[config.mk]
export PLATFORM = sky130hd
export DESIGN_NAME = scan_sel_gen
export DESIGN_NICKNAME = d
export VERILOG_FILES = /design/src/rtl/scan_sel_gen.sv
export SDC_FILE = /design/constraint.sdc
export NUM_CORES = 1
export LEC_CHECK = 0
export ABC_CLOCK_PERIOD_IN_PS = 18400
export CAP_MARGIN = 10
export CORE_MARGIN = 5
export CORE_UTILIZATION = 43
export DETAILED_ROUTE_END_ITERATION = 6
export GPL_ROUTABILITY_DRIVEN = 0
export PLACE_DENSITY = 0.62
export SYNTH_ARGS = -nofsm -noshare
export SYNTH_HDL_FRONTEND = slang
export SYNTH_SLANG_ARGS = --single-unit
[constraint.sdc]
create_clock -name clk -period 18.4 [get_ports clk]
set_clock_uncertainty 0.2 [all_clocks]
set_input_delay 1.84 -clock clk [delete_from_list [all_inputs] [get_ports clk]]
set_output_delay 1.84 -clock clk [all_outputs]
set_load 0.02 [all_outputs]
[src/rtl/scan_sel_gen.sv]
// Channel-select sequencer for a 4-to-16 one-hot decoder: scans a masked channel
// set up or down, holding each channel for dwell+1 cycles, continuously or once.
module scan_sel_gen #(
    parameter int unsigned DWELL_W = 8
) (
    input  logic               clk,
    input  logic               rst,
    input  logic               start,
    input  logic               stop,
    input  logic               dir,
    input  logic               single,
    input  logic [DWELL_W-1:0] dwell,
    input  logic [15:0]        mask,
    output logic [3:0]         sel,
    output logic               sel_valid,
    output logic               step,
    output logic               busy,
    output logic               done
);

    typedef enum logic {
        IDLE,
        RUN
    } state_t;

    state_t             state_q, state_d;
    logic [3:0]         sel_q, sel_d;
    logic               sel_valid_q, sel_valid_d;
    logic               step_q, step_d;
    logic               busy_q, busy_d;
    logic               done_q, done_d;
    logic [DWELL_W-1:0] cnt_q, cnt_d;
    logic               dir_q, dir_d;
    logic               single_q, single_d;
    logic [DWELL_W-1:0] dwell_q, dwell_d;
    logic [15:0]        mask_q, mask_d;

    logic [3:0]         lo_ch, hi_ch, first_ch;
    logic [3:0]         nxt_ch, cand;
    logic               nxt_found;
    logic               wrap;

    // First enabled channel of the incoming mask: later hits overwrite earlier ones.
    always_comb begin
        lo_ch = '0;
        hi_ch = '0;
        for (int unsigned i = 0; i < 16; i++) begin
            if (mask[15 - i]) lo_ch = 4'(15 - i);
            if (mask[i])      hi_ch = 4'(i);
        end
        first_ch = dir ? hi_ch : lo_ch;
    end

    // Circular search over the latched mask from sel+/-1; a lone channel finds itself.
    always_comb begin
        nxt_ch    = sel_q;
        nxt_found = 1'b0;
        cand      = sel_q;
        for (int unsigned i = 1; i <= 16; i++) begin
            cand = dir_q ? (sel_q - 4'(i)) : (sel_q + 4'(i));
            if (!nxt_found && mask_q[cand]) begin
                nxt_ch    = cand;
                nxt_found = 1'b1;
            end
        end
        wrap = dir_q ? (nxt_ch >= sel_q) : (nxt_ch <= sel_q);
    end

    always_comb begin
        state_d     = state_q;
        sel_d       = sel_q;
        sel_valid_d = sel_valid_q;
        step_d      = 1'b0;
        busy_d      = busy_q;
        done_d      = 1'b0;
        cnt_d       = cnt_q;
        dir_d       = dir_q;
        single_d    = single_q;
        dwell_d     = dwell_q;
        mask_d      = mask_q;

        unique case (state_q)
            IDLE: begin
                if (start && !stop && (mask != '0)) begin
                    dir_d       = dir;
                    single_d    = single;
                    dwell_d     = dwell;
                    mask_d      = mask;
                    sel_d       = first_ch;
                    sel_valid_d = 1'b1;
                    step_d      = 1'b1;
                    busy_d      = 1'b1;
                    cnt_d       = dwell;
                    state_d     = RUN;
                end
            end
            RUN: begin
                if (stop) begin
                    sel_valid_d = 1'b0;
                    busy_d      = 1'b0;
                    state_d     = IDLE;
                end else if (cnt_q != '0) begin
                    cnt_d = cnt_q - 1'b1;
                end else if (wrap && single_q) begin
                    sel_valid_d = 1'b0;
                    busy_d      = 1'b0;
                    done_d      = 1'b1;
                    state_d     = IDLE;
                end else begin
                    sel_d  = nxt_ch;
                    step_d = 1'b1;
                    cnt_d  = dwell_q;
                end
            end
            default: state_d = IDLE;
        endcase
    end

    always_ff @(posedge clk) begin
        if (rst) begin
            state_q     <= IDLE;
            sel_q       <= '0;
            sel_valid_q <= 1'b0;
            step_q      <= 1'b0;
            busy_q      <= 1'b0;
            done_q      <= 1'b0;
            cnt_q       <= '0;
            dir_q       <= 1'b0;
            single_q    <= 1'b0;
            dwell_q     <= '0;
            mask_q      <= '0;
        end else begin
            state_q     <= state_d;
            sel_q       <= sel_d;
            sel_valid_q <= sel_valid_d;
            step_q      <= step_d;
            busy_q      <= busy_d;
            done_q      <= done_d;
            cnt_q       <= cnt_d;
            dir_q       <= dir_d;
            single_q    <= single_d;
            dwell_q     <= dwell_d;
            mask_q      <= mask_d;
        end
    end

    assign sel       = sel_q;
    assign sel_valid = sel_valid_q;
    assign step      = step_q;
    assign busy      = busy_q;
    assign done      = done_q;

endmodule
== After elaboration in Yosys (flattened, before gate mapping) ==
Index checks and enable logic that the tools add are counted.

* Register bits after elaboration: 42
* Bits in latches: 0
* Memory bits (writable): 0
* Memory bits (read-only): 0
* Input bits: 30
* Logic and storage cells: 243
* Memories: 0

* $add $sub $neg: 31
* $mul: 0
* Div/mod/pow operators: 0
* $lt $le $gt $ge: 18
* Equal/unequal tests: 7
* Shifts and indexed selects: 0
* Muxes and demuxes: 135
* Bitwise gates (word level): 1
* Reduce and logical (&&, ||, !) cells: 41

{| class="wikitable"
|+ Operators by type and width
! operator !! count
|-
| 4-bit two-way mux || 66
|-
| 4-bit by 5-bit < comparator with 1-bit output, second input constant || 16
|-
| 1-bit binary-select mux with 4-bit select || 16
|-
| 1-bit two-way mux || 44
|-
| 4-bit adder, second input constant || 8
|-
| 8-bit two-way mux || 4
|-
| 4-bit subtractor, second input constant || 8
|-
| 1-bit logical AND || 18
|-
| 4-bit by 3-bit adder with 4-bit output, second input constant || 4
|-
| 1-bit logical NOT || 16
|-
| 8-bit one-hot mux with 2 select lines || 1
|-
| 16-bit nonzero test || 1
|-
| 4-bit by 3-bit subtractor with 4-bit output, second input constant || 4
|-
| 4-bit by 2-bit adder with 4-bit output, second input constant || 2
|-
| 2-bit != test, second input constant || 4
|-
| 4-bit one-hot mux with 2 select lines || 1
|-
| 8-bit nonzero test || 1
|-
| 4-bit by 2-bit subtractor with 4-bit output, second input constant || 2
|-
| 8-bit by 1-bit subtractor with 8-bit output, second input constant || 1
|-
| 3-bit != test, second input constant || 2
|-
| 1-bit one-hot mux with 2 select lines || 3
|-
| 3-bit AND reduction || 2
|-
| 4-bit by 1-bit adder with 4-bit output, second input constant || 1
|-
| 4-bit >= comparator || 1
|-
| other kinds (7) || 7
|}

== Logic depth before layout (Yosys ltp) ==
Gate-level depths: netlist of run 1.

* Depth after elaboration: 57
* Gate-level depth with buffers: 28
* Mapped depth without buffers: 24

== Worst setup path before layout of run 1 ==
Ideal clock, no wire load.

* Path type: register to register
* Start point: register sel_q[1] (netlist: sel[1])
* End point: register cnt_q[6]
* Setup time: 0.070 ns
* Data arrival time: 6.468 ns
* Path slack: 11.662 ns
* Stages on the path, launching flop included: 26
* Path buffers: 4
* Clock period less this slack: 6.738 ns
* Path through: dfxtp_1 buf_2 buf_1 inv_1 fa_1 buf_1 mux4_2 or3b_4 nor4_4 nand4b_2 a31oi_1 o2bb2ai_1 or2_2 and2_1 ha_1 nor2b_1 o21ai_0 nand2b_1 a21oi_1 xnor2_1 a21boi_0 and2_1 a22oi_1 clkbuf_1 o211ai_1 a21oi_1

* Longest elaborated chain between the ends: 55
* Elaborated cells between the ends (all ways): 144
* Those cells by class: add/sub (30); order compare (2); eq/ne (1); mux (79); reduce/logical (32)

{| class="wikitable"
|+ RTL lines
! what !! line !! source
|-
| start, declared || 27 || <nowiki>logic [3:0] sel_q, sel_d;</nowiki>
|-
| start signal, assigned || 134 || <nowiki>sel_q <= sel_d;</nowiki>
|-
| 4-bit by 1-bit adder with 4-bit output or 4-bit by 1-bit subtractor with 4-bit output (tied branches) || 60 || <nowiki>cand = dir_q ? (sel_q - 4'(i)) : (sel_q + 4'(i));</nowiki>
|-
| 4-bit two-way mux || 60 ||
|-
| 1-bit binary-select mux with 4-bit select || 61 || <nowiki>if (!nxt_found && mask_q[cand]) begin</nowiki>
|-
| 1-bit two-way mux (not written as such) || 61 ||
|-
| 1-bit two-way mux || 61 ||
|-
| 1-bit logical NOT || 61 ||
|-
| 1-bit logical AND || 61 ||
|-
| 1-bit two-way mux || 61 ||
|-
| [... 39 more ...] || -- ||
|-
| 1-bit logical NOT || 61 ||
|-
| 1-bit logical AND || 61 ||
|-
| 4-bit two-way mux || 61 ||
|-
| 4-bit less-or-equal comparator or 4-bit >= comparator (tied branches) || 66 || <nowiki>wrap = dir_q ? (nxt_ch >= sel_q) : (nxt_ch <= sel_q);</nowiki>
|-
| 1-bit two-way mux * || 66 ||
|-
| 1-bit logical AND * || 104 || <nowiki>end else if (wrap && single_q) begin</nowiki>
|-
| 3-bit != test (no line) * || -- ||
|-
| 3-bit AND reduction (no line) * || -- ||
|-
| end signal, assigned || 139 || <nowiki>cnt_q <= cnt_d;</nowiki>
|-
| end, declared || 32 || <nowiki>logic [DWELL_W-1:0] cnt_q, cnt_d;</nowiki>
|}

Every way passes the cells marked *; elsewhere a longest branch is shown, timed or not. The select of a mux whose other input is x is not followed.
A chain may end at the register's enable or synchronous reset.

== Worst setup path in the final report of run 1 ==
* Start point: register sel_q[0] (netlist: sel[0])
* End point: register cnt_q[6]

The elaborated chain is that of the path after synthesis.

==> results of run 1 <==
## cells by family (layout without fill, tap and decap cells)
kind of cell | count (synthesis) | in the layout | share of synthesized area
mux | 50 | 50 | 0.1884
simple gates | 231 | 231 | 0.2524
flops | 42 | 42 | 0.1956
xor+xnor | 15 | 15 | 0.03057
compound gates | 162 | 162 | 0.2393
buf+inv | 47 | 68 | 0.04600
fa+ha+maj | 14 | 14 | 0.04774
## cell usage after synthesis, drive strengths merged, types with 3 or more instances
library cell | number | area [sq um]
mux2 | 7 | 78.82
mux2i | 19 | 190.2
clkbuf | 16 | 60.06
a221oi | 3 | 26.28
nor2b | 6 | 37.54
a211oi | 18 | 145.1
nor4 | 5 | 61.31
o22ai | 3 | 18.77
a21oi | 56 | 280.3
or2 | 5 | 31.28
and2 | 5 | 31.28
a2111oi | 4 | 35.03
nor2 | 52 | 195.2
xor2 | 4 | 35.03
inv | 15 | 56.30
nand3 | 9 | 45.04
a21boi | 4 | 30.03
dfxtp | 42 | 840.8
xnor2 | 11 | 96.34
o211ai | 5 | 37.54
nand2 | 107 | 404.1
a31oi | 6 | 37.54
fa | 4 | 80.08
o21ai | 33 | 165.2
mux4 | 24 | 540.5
ha | 10 | 125.1
nor3 | 11 | 55.05
o21a | 3 | 22.52
nand2b | 11 | 68.82
buf | 14 | 73.82
o31ai | 6 | 45.04
nand4 | 5 | 31.28
## through the flow
step | instances | cell area [sq um] | setup WS (ns) | power (mW)
finish | 715 | 4897 | 10.58 | 0.4003
global route | 715 | 4897 | 9.807 | 0.4299
CTS | 715 | 4897 | 10.65 | 0.4001
detailed placement | 707 | 4755 | 10.66 | 0.3066
global placement | 707 | 4755 | 10.82 | 0.3065
floorplan | 561 | 4298 | 11.66 | 0.2556
## final timing paths
kind | slack, ns | cells after the start | to | start
setup reg to reg | 10.58 | 25 | cnt_q[6]$_SDFFE_PP0P_ | sel[0]$_SDFFE_PP0P_
setup / recovery | 10.58 | 25 | cnt_q[6]$_SDFFE_PP0P_ | sel[0]$_SDFFE_PP0P_
hold / removal | 0.26 | 2 | dwell_q[4]$_SDFFE_PP0P_ | dwell_q[4]$_SDFFE_PP0P_
hold reg to reg | 0.26 | 2 | dwell_q[4]$_SDFFE_PP0P_ | dwell_q[4]$_SDFFE_PP0P_
## cell usage in the layout (no fill, tap or decap), drive strengths merged, types with 5 or more instances in the layout
| cell type | n |
|---|---|
| nand3 | 9 |
| o211ai | 5 |
| ha | 10 |
| o21ai | 33 |
| xnor2 | 11 |
| a21oi | 56 |
| clkdlybuf4s50 | 37 |
| buf | 6 |
| a211oi | 18 |
| dfxtp | 42 |
| o31ai | 6 |
| nand4 | 5 |
| inv | 15 |
| nor2 | 52 |
| nand2b | 11 |
| nor2b | 6 |
| or2 | 5 |
| and2 | 5 |
| nor4 | 5 |
| nand2 | 107 |
| mux4 | 24 |
| mux2i | 19 |
| a31oi | 6 |
| nor3 | 11 |
| clkbuf | 6 |
| mux2 | 7 |
## routing by layer
| metal | vias up | track usage |
|---|---|---|
| li1 | 2101 | - |
| met1 | 2023 | 0.3020 |
| met2 | 175 | 0.3458 |
| met3 | 27 | 0.02970 |
| met4 | 0 | 0.07569 |
| met5 | - | 0 |
## final cells by class
| class | instances | area, sq um |
|---|---|---|
| well taps | 133 | 166.4 |
| inverters | 17 | 63.81 |
| clock buffers | 6 | 82.58 |
| flip-flops and latches | 42 | 840.8 |
| clock inverters | 2 | 60.06 |
| repair buffers | 43 | 415.4 |
| multi-input cells | 472 | 3268 |
| fillers | 986 | 4877 |
## sequential cells by signal, indices dropped and copies added (netlist names)
signal	flops
dir_q	1
state_q	1
done	1
dwell_q	8
step	1
single_q	1
cnt_q	8
busy	1
sel	4
mask_q	16
## power breakdown
group	internal, mW	total (mW)	switching, mW
registers	0.0960	0.104	0.00756
clock network	0.0579	0.0918	0.0339
logic	0.0875	0.205	0.117
total	0.241	0.400	0.159
## critical path: stages (launching register included)
cell and delay [ns]:
dfxtp_1 0.31, buf_4 0.29, clkinv_1 0.33, fa_1 1.19, mux4_2 0.62, nand2_1 0.11
nand2_1 0.10, mux2_2 0.35, nor4_4 0.47, o21ai_0 0.16, a21o_1 0.19, a211oi_1 0.37
o21ai_0 0.21, and2_1 0.18, ha_1 0.28, nor2b_1 0.13, o21ai_0 0.15, nand2b_1 0.08
a21oi_1 0.18, xnor2_1 0.14, a21boi_0 0.13, and2_1 0.20, a22oi_1 0.94, o21ai_0 0.21
nand2_1 0.12, a21oi_1 0.06
==> metrics.md, run 1 <==
| Metric | Value |
|---|---|
| Status | complete, no violations |
| Max frequency | 127.8 MHz |
| Met3 WL | 751 um |
| Register area share after synthesis | 0.1956 |
| Number of buffers added on ports | 37 |
| Yosys reg bits | 42 |
| Setup crit start kind | flip-flop |
| Reg clk slew, reported paths | 0.09 ns |
| Final Util | 0.5010 |
| Maximum vdd drop | 0.04367 mV |
| Crit-path max FO | 22 |
| P_leak | 1.711 nW |
| Layout cells sized above 1 | 0.1082 |
| Die Footprint | 12,090 sq um |
| Slew Viols, Final | 0 |
| First-pass iteration count of the detailed router | 5 |
| H-tree depth | 2 |
| Synthesized instance count | 561 |
| Relative slew slack | 0.1952 |
| Nets@finish | 625 |
| Met1 WL | 5564 um |
| Clock buffer depth | 2 |
| EDFF count, synth | 0 |
| Vias in the first global route | 4,100 |
| Layout Area Growth over Synthesis | 13.94% |
| CTS resizes | 0 |
| CTS Buf Count | 5 |
| Gr usage total | 0.2172 |
| Avg Vias per Cell | 6.050 |
| Hold WS | 0.2560 ns |
| Synth unique cells | 65 |
| Synth warnings | 0 |
| Initial antenna violation count | 0 |
| CTS tree | done |
| Hold Path Class | reg -> reg |
| Max-capacitance violation count | 0 |
| Antenna-violating nets left | 0 |
| First-pass GRT wire length | 20,930 um |
| Detail Placement HPWL | 9406 um |
| Total congestion overflow | 0 |
| Final cycle utilization of the critical path | 0.4252 |
| Final WL | 12,410 um |
| Mapped Nets | 605 |
| Starting Density | 0.4397 |
| Ys async rst share | 0 |
| Total number of vias | 4,326 |
| Synthesized area per cell | 7.661 sq um |
| Clock sink count | 42 |
| Met2 WL post-DR | 5755 um |
| Core Rows | 36 |
| Tmin final | 7.824 ns |
| IO Pins | 38 |
| DRC Markers | 0 |
| DRT iter0 DRCs | 347 |
| Largest net degree at the start of global routing | 45 |
| Die height | 110.0 um |
| Post-Syn Area | 4298 sq um |
| Die W | 110.0 um |
| Main synth FF type | dfxtp_1 |
| Setup TNS | 0 ns |
| PwrDens | 81.75 nW/um^2 |
| # setup viols final | 0 |
| Nature of the critical path endpoint | flip-flop |
| Crit path DAT | 7.79 ns |
| Setup bufs post-CTS | 0 |
| Clock latency on the worst-skew pair | 0.30 ns |
| Crit path required time | 18.37 ns |
| N_diodes | 0 |
| # hold bufs at CTS | 0 |
| Unrepaired setup endpoints after global routing | no |
| Post-DR wirelength/cell | 17.35 um |
| Max Used Layer | met4 |
| Worst-Margin Slew | 1.207 ns |
| Core area | 9774 sq um |
| Hold Violations, Final | 0 |
| Root Buffer | clkbuf_8 |
| Setup Crit Path Kind | reg -> reg |
Power figures use the tool's default switching activity.
==> inputs of run 2 (changes only) <==
--- a/config.mk
+++ b/config.mk
@@ -5,7 +5,7 @@
 export SDC_FILE = /design/constraint.sdc
 export NUM_CORES = 1
 export LEC_CHECK = 0
-export ABC_CLOCK_PERIOD_IN_PS = 18400
+export ABC_CLOCK_PERIOD_IN_PS = 7210
 export CAP_MARGIN = 10
 export CORE_MARGIN = 5
 export CORE_UTILIZATION = 43
==> constraint.sdc (replaced) <==
create_clock -name clk -period 7.21 [get_ports clk]
set_clock_uncertainty 0.2 [all_clocks]
set_input_delay 0.721 -clock clk [delete_from_list [all_inputs] [get_ports clk]]
set_output_delay 0.721 -clock clk [all_outputs]
set_load 0.02 [all_outputs]
==> metrics.md, run 2 (synthesis gave the netlist of run 1 again) <==
| Metric | Value |
|---|---|
| Detail Placement HPWL | 9611 um (was 9406 um) |
| Clock latency on the worst-skew pair | 0.30 ns (about the same) |
| # hold bufs at CTS | 0 (unchanged) |
| Met3 WL | 568 um (was 751 um) |
| Placed Cells | 714 (was 707) |
| First-pass iteration count of the detailed router | 7 (was 5) |
| Crit-path max FO | 9 (was 22) |
| Biggest regs | mask_q (16), cnt_q (8), dwell_q (8) (unchanged) |
| Layout Area Growth over Synthesis | 13.86% (was 13.94%) |
| Root Buffer | clkbuf_8 (unchanged) |
| Register area | 840.8 sq um (unchanged) |
| Commonest non-fill, non-tap cells in the layout | nand2_1, a21oi_1, nor2_1, dfxtp_1, clkdlybuf4s50_1 (unchanged) |
| Fillers | 1,007 (was 986) |
| Slew Viols, Final | 0 (unchanged) |
| Initial antenna violation count | 0 (unchanged) |
| Place WS | 0.7010 ns (was 10.66 ns) |
| Die Footprint | 12,090 sq um (unchanged) |
| Max-capacitance violation count | 0 (unchanged) |
| Comb pwr share | 0.565 (was 0.512) |
| DRT iter0 DRCs | 278 (was 347) |
| Clock buffer depth | 2 (unchanged) |
| Nets@finish | 632 (was 625) |
| CTS tree | done (unchanged) |
| CP Cell Sequence | clkinv_1 -> fa_1 -> mux4_2 -> nand2_1 -> nand2_1 -> mux2_1 -> or3_1 -> nand3b_1 -> nor2_1 -> a211oi_1 -> o21ai_0 -> and2_1 -> ha_1 -> nor2b_1 -> o21ai_0 -> nand2b_1 -> a21oi_1 -> xnor2_1 -> a21boi_0 -> nor3_1 -> nor2_1 -> a21oi_1 -> o32ai_1 |
| Die height | 110.0 um (unchanged) |
| Setup Crit Path Kind | reg -> reg (unchanged) |
| Vias in the first global route | 4,179 (was 4,100) |
| Die W | 110.0 um (unchanged) |
| Final Cell Area | 4893 sq um (was 4897 sq um) |
| Final cycle utilization of the critical path | 0.9113 (was 0.4252) |
| P_leak | 1.719 nW (was 1.711 nW) |
| Antenna-violating nets left | 0 (unchanged) |
| Layout cells sized above 1 | 0.1171 (was 0.1082) |
| H-tree depth | 2 (unchanged) |
| Total number of vias | 4,383 (was 4,326) |
| Setup TNS | 0 ns (unchanged) |
| PwrDens | 193.0 nW/um^2 (was 81.75 nW/um^2) |
| Total congestion overflow | 0 (unchanged) |
| Top reg by flops | mask_q (unchanged) |
| Hold Path Class | reg -> reg (unchanged) |
| Met1 WL | 5529 um (was 5564 um) |
| N_diodes | 0 (unchanged) |
| Maximum vdd drop | 0.1422 mV (was 0.04367 mV) |
| Hold Violations, Final | 0 (unchanged) |
| First-pass GRT wire length | 20,950 um (was 20,930 um) |
| Max frequency | 152.2 MHz (was 127.8 MHz) |
| Tmin final | 6.570 ns (was 7.824 ns) |
| Relative slew slack | 0.2211 (was 0.1952) |
| Starting Density | 0.4397 (unchanged) |
| Core Rows | 36 (unchanged) |
| Clock Power Share | 0.159 (was 0.229) |
| Crit path required time | 7.17 ns (was 18.37 ns) |
| Setup crit start kind | flip-flop (unchanged) |
| Int Power | 0.5423 mW (was 0.2415 mW) |
| Status | complete, no violations (unchanged) |
| Area occupied by multi-input gates | 3268 sq um (unchanged) |
| Final WL | 12,420 um (was 12,410 um) |
| Highest cell delay on the worst timing path | 0.90 ns (was 1.19 ns) |
| Avg Vias per Cell | 6.071 (was 6.050) |
| Max Used Layer | met4 (unchanged) |
| # setup viols final | 0 (unchanged) |
| Crit path max-delay cell type | fa_1 (unchanged) |
| Psw | 0.4024 mW (was 0.1589 mW) |
| Worst-Margin Slew | 1.160 ns (was 1.207 ns) |
| Final Util | 0.5006 (was 0.5010) |
| Sw frac | 0.4259 (was 0.3968) |
| Gr usage total | 0.2168 (was 0.2172) |
| Finished Layout Cells | 722 (was 715) |
| Core area | 9774 sq um (unchanged) |
| Nature of the critical path endpoint | flip-flop (unchanged) |
| Reg clk slew, reported paths | 0.09 ns (about the same) |
| Clock sink count | 42 (unchanged) |
| Setup bufs post-CTS | 0 (unchanged) |
| Largest net degree at the start of global routing | 45 (unchanged) |
| DP Area | 4807 sq um (was 4755 sq um) |
| CTS Buf Count | 5 (unchanged) |
| CTS resizes | 0 (unchanged) |
| Most common cell after layout, fill and taps aside | nand2_1 (unchanged) |
| Seq pwr share | 0.276 (was 0.259) |
| IO Pins | 38 (unchanged) |
| DRC Markers | 0 (unchanged) |
| Max reg flops | 16 (unchanged) |
| Met2 WL post-DR | 5947 um (was 5755 um) |
| Post-DR wirelength/cell | 17.20 um (was 17.35 um) |
| Number of buffers added on ports | 37 (unchanged) |
| Crit path DAT | 6.53 ns (was 7.79 ns) |
| Unrepaired setup endpoints after global routing | no (unchanged) |
| Final WS setup | 0.6397 ns (was 10.58 ns) |
==> run 2: final timing paths <==
path / to / slack (ns) / depth (start not counted) / start
max reg2reg: sel[2]$_SDFFE_PP0P_ / 0.64 / 23 / sel[0]$_SDFFE_PP0P_
max: sel[2]$_SDFFE_PP0P_ / 0.64 / 23 / sel[0]$_SDFFE_PP0P_
min reg2reg: dwell_q[3]$_SDFFE_PP0P_ / 0.26 / 2 / dwell_q[3]$_SDFFE_PP0P_
min: dwell_q[3]$_SDFFE_PP0P_ / 0.26 / 2 / dwell_q[3]$_SDFFE_PP0P_
==> run 2: final cells by class <==
| class | count | area share |
|---|---|---|
| Multi-Input combinational cell | 472 | 0.6679 |
| Sequential cell | 42 | 0.1718 |
| Timing Repair Buffer | 50 | 0.09563 |
| Tap cell | 133 | 0.03401 |
| Clock buffer | 6 | 0.01483 |
| Inverter | 17 | 0.01304 |
| Clock inverter | 2 | 0.002813 |
==> run 2: per-stage QoR <==
step                hold WS, ns  power [mW]
CTS                      0.2601      0.9432
global route             0.2756       1.020
global placement         0.2383      0.7840
detailed placement       0.2474      0.7918
finish                   0.2574      0.9446
floorplan                0.2285      0.6524
==> run 2: metal layers <==
metal / track usage / vias to the layer above
met5: 0 / -
met4: 0.06857 / 0
met3: 0.02330 / 36
met2: 0.3674 / 143
met1: 0.2896 / 2086
li1: - / 2118
==> run 2: worst max-delay path, delay by kind of cell (launching register included) <==
family                     cells  cell delay, ns
buffers and inverters          1            0.25
DFF                            1            0.34
adders and majority gates      2            1.14
and+or+nand+nor               10            2.08
AOI/OAI and AO/OA              7            1.26
xor gates and xnor gates       1            0.14
muxes                          2            1.03
==> run 2: power by group through the flow <==
stage                     logic (mW)  registers, mW  clock network [mW]
after floorplan                0.388          0.264                   0
after global placement         0.518          0.266                   0
after detailed placement       0.526          0.266                   0
after CTS                      0.529          0.261               0.154
after global routing           0.593          0.263               0.164
final                          0.534          0.261               0.150
